### src/rtl/conv_encoder_framed.sv
// rtl/conv_encoder_framed.sv - rate-1/2 convolutional encoder with framing and zero-tail termination
module conv_encoder_framed #(
    parameter int             K       = 3,
    parameter logic [K-1:0]   G0      = 3'b111,
    parameter logic [K-1:0]   G1      = 3'b101,
    parameter bit             TAIL_EN = 1'b1,
    parameter int             CNT_W   = 16
) (
    input  logic             clk,
    input  logic             rst,
    input  logic             enable_i,
    input  logic             d_in,
    input  logic             last_i,
    output logic             ready_o,
    output logic             valid_o,
    output logic [1:0]       d_out,
    output logic             tail_o,
    output logic             frame_done_o,
    output logic [CNT_W-1:0] sym_ct_o
);

    localparam int             TCW       = 3;
    localparam logic [TCW-1:0] TAIL_LAST = TCW'(K - 2);

    typedef enum logic [1:0] {
        S_IDLE = 2'd0,
        S_DATA = 2'd1,
        S_TAIL = 2'd2
    } state_t;

    state_t           r_state;
    state_t           w_state_next;
    logic [TCW-1:0]   r_tail_ct;
    logic [TCW-1:0]   w_tail_ct_next;
    logic [K-2:0]     r_sr;
    logic [K-2:0]     w_sr_next;
    logic [K-1:0]     w_v;
    logic [1:0]       w_sym;
    logic             w_ready;
    logic             w_accept;
    logic             w_in_tail;
    logic             w_tail_last;
    logic             w_emit;
    logic             w_bit;
    logic             w_done;
    logic [CNT_W-1:0] w_ct_base;
    logic [CNT_W-1:0] w_ct_next;

    logic             r_valid;
    logic [1:0]       r_d_out;
    logic             r_tail;
    logic             r_frame_done;
    logic [CNT_W-1:0] r_sym_ct;

    // State and tail-counter registers
    always_ff @(posedge clk or posedge rst) begin
        if (rst) begin
            r_state   <= S_IDLE;
            r_tail_ct <= '0;
        end else begin
            r_state   <= w_state_next;
            r_tail_ct <= w_tail_ct_next;
        end
    end

    // Next-state logic, handshake and frame-end detection
    always_comb begin
        w_state_next   = r_state;
        w_tail_ct_next = '0;
        w_in_tail      = (r_state == S_TAIL);
        w_ready        = !w_in_tail;
        w_accept       = enable_i && w_ready;
        w_tail_last    = w_in_tail && (r_tail_ct == TAIL_LAST);
        w_emit         = w_accept || w_in_tail;
        w_done         = w_tail_last || (w_accept && last_i && !TAIL_EN);
        case (r_state)
            S_IDLE, S_DATA: begin
                if (w_accept) begin
                    if (last_i) begin
                        w_state_next = TAIL_EN ? S_TAIL : S_IDLE;
                    end else begin
                        w_state_next = S_DATA;
                    end
                end
            end
            S_TAIL: begin
                if (w_tail_last) begin
                    w_state_next = S_IDLE;
                end else begin
                    w_tail_ct_next = r_tail_ct + 1'b1;
                end
            end
            default: w_state_next = S_IDLE;
        endcase
    end

    // Encoder datapath: tap vector, parities, shifted memory, symbol count
    always_comb begin
        w_bit      = w_in_tail ? 1'b0 : d_in;
        w_v        = '0;
        w_v[K-1]   = w_bit;
        for (int i = 0; i < K - 1; i++) begin
            w_v[K-2-i] = r_sr[i];
        end
        w_sym[1]   = ^(w_v & G0);
        w_sym[0]   = ^(w_v & G1);
        w_sr_next    = r_sr;
        w_sr_next[0] = w_bit;
        for (int i = 1; i < K - 1; i++) begin
            w_sr_next[i] = r_sr[i-1];
        end
        // the count restarts on the cycle following a frame_done pulse
        w_ct_base = r_frame_done ? '0 : r_sym_ct;
        if (w_emit) begin
            w_ct_next = (&w_ct_base) ? w_ct_base : w_ct_base + 1'b1;
        end else begin
            w_ct_next = w_ct_base;
        end
    end

    // Registered symbol outputs and shift-register update
    always_ff @(posedge clk or posedge rst) begin
        if (rst) begin
            r_sr         <= '0;
            r_valid      <= 1'b0;
            r_d_out      <= 2'b00;
            r_tail       <= 1'b0;
            r_frame_done <= 1'b0;
            r_sym_ct     <= '0;
        end else begin
            r_valid      <= w_emit;
            r_tail       <= w_in_tail;
            r_frame_done <= w_done;
            r_sym_ct     <= w_ct_next;
            if (w_emit) begin
                r_sr    <= w_sr_next;
                r_d_out <= w_sym;
            end
        end
    end

    assign ready_o      = w_ready;
    assign valid_o      = r_valid;
    assign d_out        = r_d_out;
    assign tail_o       = r_tail;
    assign frame_done_o = r_frame_done;
    assign sym_ct_o     = r_sym_ct;

endmodule

### config.mk
export PLATFORM = sky130hd
export DESIGN_NAME = conv_encoder_framed
export DESIGN_NICKNAME = d
export VERILOG_FILES = /design/src/rtl/conv_encoder_framed.sv
export SDC_FILE = /design/constraint.sdc
export NUM_CORES = 1
export LEC_CHECK = 0
export BUFFER_PORTS_ARGS = -buffer_cell sky130_fd_sc_hd__clkbuf_2
export CORE_MARGIN = 4
export CORE_UTILIZATION = 30
export DETAILED_ROUTE_END_ITERATION = 12
export PLACE_DENSITY = 0.56
export SLEW_MARGIN = 15
export SYNTH_ARGS = -nofsm -noshare
export SYNTH_HDL_FRONTEND = slang
export SYNTH_SLANG_ARGS = --single-unit
### constraint.sdc
create_clock -name clk -period 5.06 [get_ports clk]
set_clock_uncertainty 0.2 [all_clocks]
set_input_delay 0 -clock clk [delete_from_list [all_inputs] [get_ports clk]]
set_output_delay 0 -clock clk [all_outputs]
set_load 0.01 [all_outputs]
-- After elaboration in Yosys (flattened, before gate mapping)
Cells that the tools add are included.
- $add $sub $neg: 2
- equal/unequal tests: 5
- mux-type cells: 10
- reduce and logical (&&, ||, !) cells: 10
- operator list (cell ; count):
    $mux W16 ; 3
    $add A16 B1 Y16 const B ; 1
    $reduce_and A16 Y1 ; 1
    $mux W2 ; 3
    $mux W3 ; 2
    $reduce_xor A3 Y1 ; 2
    $pmux W2 S2 ; 1
    $add A3 B1 Y3 const B ; 1
    $eq A3 B1 Y1 const B ; 1
    $eq A2 B1 Y1 const B ; 1
    $eq A2 B2 Y1 const B ; 1
    $logic_and A1 B1 Y1 ; 2
    $logic_not A2 Y1 ; 1
    $ne A2 B1 Y1 const B ; 1
    $ne A2 B2 Y1 const B ; 1
    $reduce_and A2 Y1 ; 1
    $reduce_or A2 Y1 ; 1
    $logic_not A1 Y1 ; 1
    $logic_or A1 B1 Y1 ; 1
    $mux W1 ; 1
- bits in registers: 28

-- Longest topological paths before layout
- depth in word-level cells: 5
- depth in mapped cells: 8

-- Worst setup path after synthesis
No wires, ideal clock.
- path type: reg2reg
- start: reg r_frame_done (netlist: frame_done_o)
- end: reg r_sym_ct[15] (netlist: sym_ct_o[15])
- library setup time: 0.127 ns
- data arrival time: 2.048 ns
- required time: 4.733 ns
- path slack: 2.684 ns
- stages on the path, launching flop included: 9
- path buffers: 1
- period minus slack after synthesis: 2.376 ns
- cells stage by stage: dfrtp_1 -> buf_2 -> nor2b_1 -> ha_1 -> nand3_1 -> nor4_4 -> a21oi_4 -> nand4_1 -> mux2_1
- word-level cells in the longest chain between the ends: 4
- ends and longest elaborated chain (item ; RTL line ; RTL):
    from (decl) ; 52 ; logic r_frame_done;
    from (signal assigned) ; 133 ; r_frame_done <= w_done;
    $mux W16 (*) ; 113 ; w_ct_base = r_frame_done ? '0 : r_sym_ct;
    $add A16 B1 Y16 or $reduce_and A16 Y1 (tied branches) ; 115 ; w_ct_next = (&w_ct_base) ? w_ct_base : w_ct_base + 1'b1;
    $mux W16 ; 115 ;
    $mux W16 (*) ; 114 ; if (w_emit) begin
    named net w_ct_next[15] ; 47 ; logic [CNT_W-1:0] w_ct_next;
    to (signal assigned) ; 134 ; r_sym_ct <= w_ct_next;
    to (decl) ; 53 ; logic [CNT_W-1:0] r_sym_ct;
The timed path passes the listed nets; every way through them passes the cells marked *.
A chain may end at the register's enable or synchronous reset.

-- Worst setup path in the final report
Ends and elaborated chain as after synthesis.

==> flow_summary.toml <==
[drt]
wl_per_cell_um = 12.59
wl_mm = 3.035
avgViaCountPerCell = 4.639
via_count = 1118
drtPass1Iterations = 4
drt-initial-drc-count = 57
route.detailed.drc = 0
postRouteAntennaNets = 0

[global_route]
antenna_found_initial = 0
grt_pass1_vias = 1168
grt_pass1_wl_mm = 5.451
track_usage_pct = 10.98
grt_max_degree = 29
overflow = 0

[timing]
hold_ws_ns = 0.1581
rsz0062_at_grt = "no"
setup_viol = 0
worst_slew_pin_slew_ns = 1.001
fin_crit_ns = 2.631
max_freq_ghz = 0.3800
slew_violations = 0
relSlewSlack_pct = 32.84
finalHoldViolCount = 0
setup_tns_ns = 0
finalCritPeriodShare_pct = 52.00
layout_setup_ws_ns = 2.429

[synthesis]
synth_cell_types = 45
synth_nets = 153
synth.largest_area_cell = "dfrtp_1"
ys.flop_type = "dfrtp_1"
yosysMostFrequentCell = "dfrtp_1"
ys_seq_elements = 28
ys_seq_area_share_pct = 47.42
yosysWarnings = 0
syn_inst = 145
synth.area.top_cells = "dfrtp_1, xnor2_1, nor2_1"
synth-edff-count = 0
ys_async_sr_fraction_pct = 100.0
yosys.area.top_type_share_pct = 47.42
synth_common_cells = "dfrtp_1, nor2_1, nand2_1"
avgSynthCellArea_um2 = 10.19
netlist_area_um2 = 1478

[setup_path]
path_class = "reg -> reg"
ff2ff_setup_slack_ns = 2.43
critPathCaptureType = "flop"
arrival_ns = 2.60
crit_family = "simple AND/OR/NAND/NOR gates"
cp.required_ns = 5.03
path_cells = "nor2b_1, ha_1, nand3_1, nor4_4, a21oi_4, nand4_1, mux2_1"
worstPathMaxFanout = 23
start_kind = "flop"
slowest_stage = "dfrtp_1"
crit_buf_inv = 0
max_stage_delay_ns = 0.63

[floorplanning]
die_height_um = 78.18
initial_core_util_pct = 31.08
core_area_um2 = 4755
die_width_um = 78.18
fp-row-count = 25
ioPinCount = 27
die-area_um2 = 6112

[run]
cap_violations = 0

[pwr]
leakage_nw = 0.8583
ir_drop_uv = 204.9
power_density_nw_per_um2 = 464.0

[run_status]
outcome = "finished clean"

[clock_network]
cts_buffers = 3
cts_setup_buffers = 0
htree_levels = 1
cts-root-buf = "clkbuf_8"
postCtsHoldBufs = 5
clock_sinks = 28
cts_tree = "built"
cts_resized = 0
clkLatencyLatePin_ns = 0.28
clock_path_buffers = 2
clkSlewWorstSetupHoldPaths_ns = 0.10

[final_layout]
antenna_cells = 0
design_area_um2 = 1777
stdcell_count = 241
area_growth_pct = 20.24
final_nets = 183
fillCellCount = 497
drive_gt1_share_pct = 22.41

[place]
dp.cells = 232
hpwlAfterDp_mm = 2.219
io_buffers = 26
place_ws_ns = 2.402
gp_congestion = 0.7524
dpl_cell_area_um2 = 1655

[min_path]
hold_path_class = "in -> async"
## power breakdown
part / total [mW] / switching [mW] / internal (mW)
Combinational: 0.280 / 0.155 / 0.124
Clock: 0.179 / 0.0730 / 0.106
Sequential: 0.366 / 0.0736 / 0.292
## final timing paths
path	to	depth (start not counted)	startpoint
max	sym_ct_o[15]	7	frame_done_o
min	sym_ct_o[2]	3	rst
max reg2reg	sym_ct_o[15]	7	frame_done_o
min reg2reg	r_state[0]	1	r_state[1]
max in group asynchronous	sym_ct_o[6]	3	rst
min in group clk	r_state[0]	1	r_state[1]
## cells by family after synthesis
kind of cell,count (synthesis),synth area share [%]
xor gates and xnor gates,10,5.928
and+or+nand+nor,63,25.57
buffers and inverters,13,4.234
adders and majority gates,3,2.540
AOI/OAI and AO/OA,23,10.67
muxes,5,3.641
DFF,28,47.42
## worst register-to-register path, stage by stage, from the launching register on
cell,delay [ns]
dfrtp_1,0.63
nor2b_1,0.29
ha_1,0.24
nand3_1,0.15
nor4_4,0.43
a21oi_4,0.16
nand4_1,0.13
mux2_1,0.31
## routing by layer
layer,wire length [µm],global-route usage [%],vias up,share of wire [%]
li1,-,-,563,-
met1,1402,13.75,520,46
met2,1423,18.49,33,47
met3,192,3.326,2,6.3
met4,17,2.622,0,0.56
met5,0,0,-,0
## cell type report
type	count	area [µm²]	area share, %
sequential	28	700.7	39.44
clock inverter	1	30.03	1.690
inverter	7	26.28	1.479
timing repair buffer	31	180.2	10.14
tap	67	83.83	4.718
multi-input combinational	104	714.4	40.21
clock buffer	3	41.29	2.324
## flip-flops by register name (all words and copies together), names as in the netlist
name / cells
d_out: 2
frame_done_o: 1
r_sr: 2
r_state: 2
r_tail_ct: 3
sym_ct_o: 16
tail_o: 1
valid_o: 1
## per-stage QoR
step | power [mW] | util [%]
after floorplan | 0.5513 | -
after global placement | 0.6501 | 34.82
after detailed placement | 0.6519 | 34.82
after CTS | 0.8415 | 37.37
after global routing | 0.8930 | 37.37
final | 0.8243 | 37.37
## placed cells by master, fill, tap and decap left out, types with 2 or more instances in the layout
cell type      synthesis  routed
nand2_1               10      10
dfrtp_1               28      28
nand4_1                3       3
and3b_1                2       2
mux2i_1                2       2
and2_1                 2       2
and3_1                 2       2
clkbuf_8               0       3
clkbuf_2               0      26
xnor2_1                8       8
ha_1                   3       3
nor2_1                14      14
nand3_1                4       4
xor2_1                 2       2
a21oi_1                5       5
nand2b_1               6       6
a31oi_1                3       3
inv_1                  6       5
mux2_1                 2       2
o21ai_0                5       5
nor3_1                 3       3
o2111ai_1              2       2
nor2b_1                7       7
dlygate4sd3_1          0       5
No activity file was read; power rests on OpenSTA's default activity.
